### config.mk
export PLATFORM = sky130hd
export DESIGN_NAME = elink_byte_rx_flat
export DESIGN_NICKNAME = d
export VERILOG_FILES = /design/src/rtl/elink_byte_rx_if.sv /design/src/rtl/elink_byte_rx.sv /design/src/flat_wrapper.sv
export SDC_FILE = /design/constraint.sdc
export NUM_CORES = 1
export LEC_CHECK = 0
export ABC_AREA = 1
export CAP_MARGIN = 25
export CORE_MARGIN = 4
export CORE_UTILIZATION = 48
export DETAILED_ROUTE_END_ITERATION = 6
export PLACE_DENSITY = 0.76
export RECOVER_POWER = 50
export SETUP_SLACK_MARGIN = 0.5
export SYNTH_ARGS = -nofsm -noshare
export SYNTH_HDL_FRONTEND = slang
export SYNTH_SLANG_ARGS = --single-unit
### constraint.sdc
create_clock -name clock -period 7.38 [get_ports clock]
set_clock_uncertainty 0.15 [all_clocks]
set_input_delay 1.476 -clock clock [delete_from_list [all_inputs] [get_ports clock]]
set_output_delay 1.476 -clock clock [all_outputs]
set_load 0.02 [all_outputs]
### src/rtl/elink_byte_rx_if.sv
// Byte-wide eLink receive wire plus the assembled-packet handshake towards the emesh side.
// rx_access/rx_wait form a valid/wait pair: a packet moves on any cycle with rx_access=1 and
// rx_wait=0; rxo_wr_wait mirrors that stall back to the link partner.
interface elink_byte_rx_if #(
    parameter int PW = 104
);
    logic          rxi_frame;
    logic [7:0]    rxi_data;
    logic          rxo_wr_wait;
    logic          rx_access;
    logic [PW-1:0] rx_packet;
    logic          rx_wait;

    // Environment side: link partner driving bytes and downstream consumer driving rx_wait.
    modport master (
        output rxi_frame,
        output rxi_data,
        output rx_wait,
        input  rxo_wr_wait,
        input  rx_access,
        input  rx_packet
    );

    // Receiver side.
    modport slave (
        input  rxi_frame,
        input  rxi_data,
        input  rx_wait,
        output rxo_wr_wait,
        output rx_access,
        output rx_packet
    );
endinterface

### src/rtl/elink_byte_rx.sv
// Assembles LSB-first wire bytes into PW-bit emesh packets and hands them downstream through a
// single output register; sticky error flags and a delivered-packet counter for status.
module elink_byte_rx #(
    parameter int  PW = 104,
    localparam int NB = PW / 8,
    localparam int IW = (NB > 1) ? $clog2(NB) : 1
) (
    input  logic          clock,
    input  logic          reset,
    elink_byte_rx_if.slave bus,
    input  logic          clr_status,
    output logic          frame_err,
    output logic          overflow,
    output logic [15:0]   pkt_count,
    output logic [IW:0]   dbg_state
);

    typedef enum logic {
        IDLE = 1'b0,
        RECV = 1'b1
    } state_t;

    localparam logic [IW-1:0] LAST = IW'(NB - 1);

    state_t        state;
    logic [IW-1:0] idx;
    logic          armed;
    logic [PW-1:0] asm_buf;
    logic          pkt_done;
    logic          acc_q;
    logic [PW-1:0] pkt_q;

    logic xfer;
    logic err_set;
    logic ovf_set;

    assign xfer    = acc_q & ~bus.rx_wait;
    assign err_set = (state == RECV) & ~bus.rxi_frame & (idx != '0);
    assign ovf_set = pkt_done & acc_q & bus.rx_wait;

    assign bus.rx_access   = acc_q;
    assign bus.rx_packet   = pkt_q;
    assign bus.rxo_wr_wait = acc_q & bus.rx_wait;
    assign dbg_state       = {state, idx};

    // Byte assembly FSM. armed stays low after reset until the frame has been seen low, so a
    // frame already in flight at reset release is never picked up half way.
    always_ff @(posedge clock or posedge reset) begin
        if (reset) begin
            state     <= IDLE;
            idx       <= '0;
            armed     <= 1'b0;
            asm_buf   <= '0;
            pkt_done  <= 1'b0;
            frame_err <= 1'b0;
        end else begin
            pkt_done  <= 1'b0;
            frame_err <= err_set | (frame_err & ~clr_status);
            if (!bus.rxi_frame) begin
                armed <= 1'b1;
            end
            case (state)
                IDLE: begin
                    if (bus.rxi_frame && armed) begin
                        asm_buf[7:0] <= bus.rxi_data;
                        idx          <= IW'(1);
                        state        <= RECV;
                    end
                end
                RECV: begin
                    if (bus.rxi_frame) begin
                        for (int k = 0; k < NB; k++) begin
                            if (idx == IW'(k)) begin
                                asm_buf[8*k +: 8] <= bus.rxi_data;
                            end
                        end
                        if (idx == LAST) begin
                            idx      <= '0;
                            pkt_done <= 1'b1;
                        end else begin
                            idx <= idx + IW'(1);
                        end
                    end else begin
                        idx   <= '0;
                        state <= IDLE;
                    end
                end
                default: begin
                    idx   <= '0;
                    state <= IDLE;
                end
            endcase
        end
    end

    // Output stage. asm_buf still holds the whole packet in the cycle after pkt_done; only
    // byte 0 of a following packet can land in it on the same edge that copies it out.
    always_ff @(posedge clock or posedge reset) begin
        if (reset) begin
            acc_q     <= 1'b0;
            pkt_q     <= '0;
            overflow  <= 1'b0;
            pkt_count <= 16'd0;
        end else begin
            overflow <= ovf_set | (overflow & ~clr_status);
            if (pkt_done && (!acc_q || xfer)) begin
                acc_q <= 1'b1;
                pkt_q <= asm_buf;
            end else if (xfer) begin
                acc_q <= 1'b0;
            end
            if (xfer) begin
                pkt_count <= pkt_count + 16'd1;
            end
        end
    end

endmodule

### src/flat_wrapper.sv
// flat-port wrapper written by rule: the top's interface ports become plain ports
module elink_byte_rx_flat 
#(
    parameter int  PW = 104,
    localparam int NB = PW / 8,
    localparam int IW = (NB > 1) ? $clog2(NB) : 1
)
  (clock, reset, clr_status, frame_err, overflow, pkt_count, dbg_state, bus_rxi_frame, bus_rxi_data, bus_rx_wait, bus_rxo_wr_wait, bus_rx_access, bus_rx_packet);
  elink_byte_rx_if #(.PW(PW)) bus_i ();
  input  logic clock;
  input  logic reset;
  input  logic clr_status;
  output logic frame_err;
  output logic overflow;
  output logic [15:0] pkt_count;
  output logic [IW:0] dbg_state;
  input wire logic [$bits(bus_i.rxi_frame)-1:0] bus_rxi_frame;
  input wire logic [$bits(bus_i.rxi_data)-1:0] bus_rxi_data;
  input wire logic [$bits(bus_i.rx_wait)-1:0] bus_rx_wait;
  output wire logic [$bits(bus_i.rxo_wr_wait)-1:0] bus_rxo_wr_wait;
  output wire logic [$bits(bus_i.rx_access)-1:0] bus_rx_access;
  output wire logic [$bits(bus_i.rx_packet)-1:0] bus_rx_packet;
  assign bus_i.rxi_frame = bus_rxi_frame;
  assign bus_i.rxi_data = bus_rxi_data;
  assign bus_i.rx_wait = bus_rx_wait;
  assign bus_rxo_wr_wait = bus_i.rxo_wr_wait;
  assign bus_rx_access = bus_i.rx_access;
  assign bus_rx_packet = bus_i.rx_packet;
  elink_byte_rx #(.PW(PW)) u_core (.clock(clock), .reset(reset), .bus(bus_i), .clr_status(clr_status), .frame_err(frame_err), .overflow(overflow), .pkt_count(pkt_count), .dbg_state(dbg_state));
endmodule
==> summary.md <==
| Metric | Value |
|---|---|
| Antenna fix cells | `0` |
| Final Critical Period | `~5 ns` |
| Wire per inst | `roughly 16 um` |
| Syn avg cell area | `between 10 and 15 sq um` |
| Core Region | `18,100 sq um` |
| CTS clk-pin slew, worst paths | `~0.06 ns` |
| Crit path launch | `bus_rx_wait` |
| TNS Setup | `0 ns` |
| Netlist cell types | `22` |
| Pre-antenna DRT Iters | `4` |
| #FFs+latches synth | `~230` |
| HPWL after DPL | `12.1 mm` |
| Antenna viol nets, final | `0` |
| Rel. slew slack | `-67.5%` |
| Pint | `2.25 mW` |
| Combinational share of power | `6.6%` |
| Critical path endpoint category | `flop` |
| Crit start category | `primary input` |
| Worst-case clock buffer depth | `3` |
| Total gr overflow | `0` |
| Unrepaired setup endpoints after global routing | `false` |
| Worst R2R Start | `u_core.bus.rx_access$_DFFE_PP0P_` |
| Most frequent cells in the layout | `dfrtp_1, nand2_1, clkdlybuf4s50_1` |
| Max IR drop VDD | `0.183 mV` |
| Gr usage total | `18.6%` |
| Flop pwr share | `49.7%` |
| Most common cell after layout, fill and taps aside | `dfrtp_1` |
| NumNets Final | `921` |
| Total CTS buffers | `24` |
| Skew-Pair Late Insertion Delay | `0.51 ns` |
| Worst Hold Class | `flop to flop` |
| First-pass GRT wire length | `30.6 mm` |
| Initial antenna violation count | `0` |
| Post-CTS Resized | `0` |
| Die X | `144 um` |
| Net Count, Synth | `784` |
| Switching share of power | `23.0%` |
| P_sw | `670 uW` |
| Clk root buf | `clkbuf_16` |
| Hold Vio Cnt, Final | `0` |
| Via count | `5,772` |
| Worst Min Path Start | `u_core.asm_buf[52]$_DFFE_PP0P_` |
| Postcts setup bufs | `0` |
| Max Cap Violations | `1` |
| Arr. time, crit path | `5.21 ns` |
| Fmax | `0.201 GHz` |
| Tcrit/Tclk final | `about two thirds` |
| Cell count after synthesis | `~770` |
| H-tree depth | `1` |
| Mapped cell area | `about 9000 sq um` |
| Largest fanout on the critical path | `71` |
| Via/cell ratio | `5.02` |
| Gpl congestion | `approximately 0.82` |
| Req. time, crit path | `7.61 ns` |
| Chip Height | `144 um` |
| Status | `complete, but fails checks` |
| Final Hold Slack | `0.329 ns` |
| PD cells | `approximately 260 nW/um^2` |
| Standard-cell rows | `49` |
| DRC Markers | `0` |
| Yosys warns | `0` |
| Slew Limit Fails | `a little over 70` |
| WS Path Type | `primary input to flop` |
| Clock Power Share | `43.7%` |
| # port buffers | `141` |
| Final WL | `18.9 mm` |
| Number of global-route vias before repair | `5,715` |
| Failing checks | `max-capacitance violations, max-slew violations` |
| Largest net degree at the start of global routing | `86` |
| Area growth from synthesis to layout | `27.3%` |
| Final Setup Violations | `0` |
| Die area | `20,700 sq um` |
| Initial drt markers | `approximately 340` |
| Overall power | `2.92 mW` |
| Hold buffers post-CTS | `0` |
| Leak | `5.44 nW` |
| Starting density of the core | `between 40% and 50%` |
| Clk sink count | `234` |
| Share of layout cells above drive strength 1 | `14.5%` |
| Worst slew pin tran | `around 2.5 ns` |
| CTS tree | `done` |
| Io pins | `between 100 and 150` |
| Post-synthesis sequential area ratio | `66.0%` |
path summary, 6_finish.rpt:
kind	end	slack [ns]	cells after the start
min in group asynchronous	u_core.frame_err$_DFF_PP0_	1.18	2
min	u_core.asm_buf[52]$_DFFE_PP0P_	0.33	2
max in group asynchronous	u_core.asm_buf[92]$_DFFE_PP0P_	4.74	4
max reg2reg	u_core.bus.rx_packet[33]$_DFFE_PP0P_	3.52	4
min reg2reg	u_core.asm_buf[52]$_DFFE_PP0P_	0.33	2
max	u_core.bus.rx_packet[33]$_DFFE_PP0P_	2.40	5
logic make-up (layout without fill, tap and decap cells):
kind of cell / after synthesis / count (layout) / synth area share [%]
DFF: 234 / 234 / 66.0
and+or+nand+nor: 210 / 210 / 9.29
AOI/OAI and AO/OA: 129 / 129 / 7.39
muxes: 88 / 88 / 11.2
buffers and inverters: 88 / 243 / 4.21
xor gates and xnor gates: 12 / 12 / 1.19
adders and majority gates: 5 / 5 / 0.706
power by group through the flow:
stage          clock, mW  combinational [mW]  sequential, mW
6_report            1.28               0.191            1.45
4_1_cts             1.31               0.197            1.45
3_5_place_dp           0               0.196            1.47
3_3_place_gp           0               0.188            1.47
2_1_floorplan          0               0.130            1.46
5_1_grt             1.36               0.228            1.46
cells in the mapped netlist, drive strengths merged:
master	n	area share, %
o22ai	3	0.28
o21ai	125	7.1
clkbuf	13	0.55
ha	5	0.71
nand3	7	0.40
dfrtp	234	66
xnor2	5	0.49
inv	53	2.2
a21oi	1	0.056
buf	22	1.4
nor3	2	0.11
nor2	23	1.1
xor2	7	0.69
nand4	3	0.21
nand3b	1	0.085
mux2	88	11
nand2	174	7.4
registers in the layout, indices dropped and copies added (netlist names):
| register | count |
|---|---|
| u_core.pkt_count | 16 |
| u_core.bus.rx_access | 1 |
| u_core.asm_buf | 104 |
| u_core.frame_err | 1 |
| u_core.overflow | 1 |
| u_core.state | 1 |
| u_core.bus.rx_packet | 104 |
| u_core.armed | 1 |
| u_core.idx | 4 |
| u_core.pkt_done | 1 |
area by class of cell:
type,instances,area [sq um]
clock buffer,36,726
sequential,234,5860
timing repair buffer,146,1470
clock inverter,8,134
fill,1438,6800
inverter,53,200
tap,229,287
multi-input combinational,444,2620
layer usage:
layer | GRT usage [%] | wire (um) | vias to the layer above | share of wire (%)
met3 | 3.19 | 818 | 35 | 4.3
met4 | 5.40 | 428 | 0 | 2.3
met2 | 28.9 | 8670 | 134 | 46
met5 | 0 | 0 | - | 0
li1 | - | - | 2782 | -
met1 | 27.3 | 8990 | 2821 | 48
worst max-delay path, cell delays in order:
cell and delay (ns):
dlygate4sd3_1 0.54, nand2_1 0.10, nand2_1 1.78, buf_4 0.79, mux2_2 0.41
metrics by stage:
step / std cells / area (sq um) / utilization (%) / setup slack [ns]
2_1_floorplan: 766 / 8870 / - / 2.69
3_3_place_gp: 1105 / 10400 / 57.7 / 2.99
3_5_place_dp: 1105 / 10400 / 57.7 / 2.99
4_1_cts: 1149 / 11300 / 62.4 / 2.99
5_1_grt: 1150 / 11300 / 62.4 / 2.16
6_report: 1150 / 11300 / 62.4 / 2.40
(Power assumes the default switching activity.)
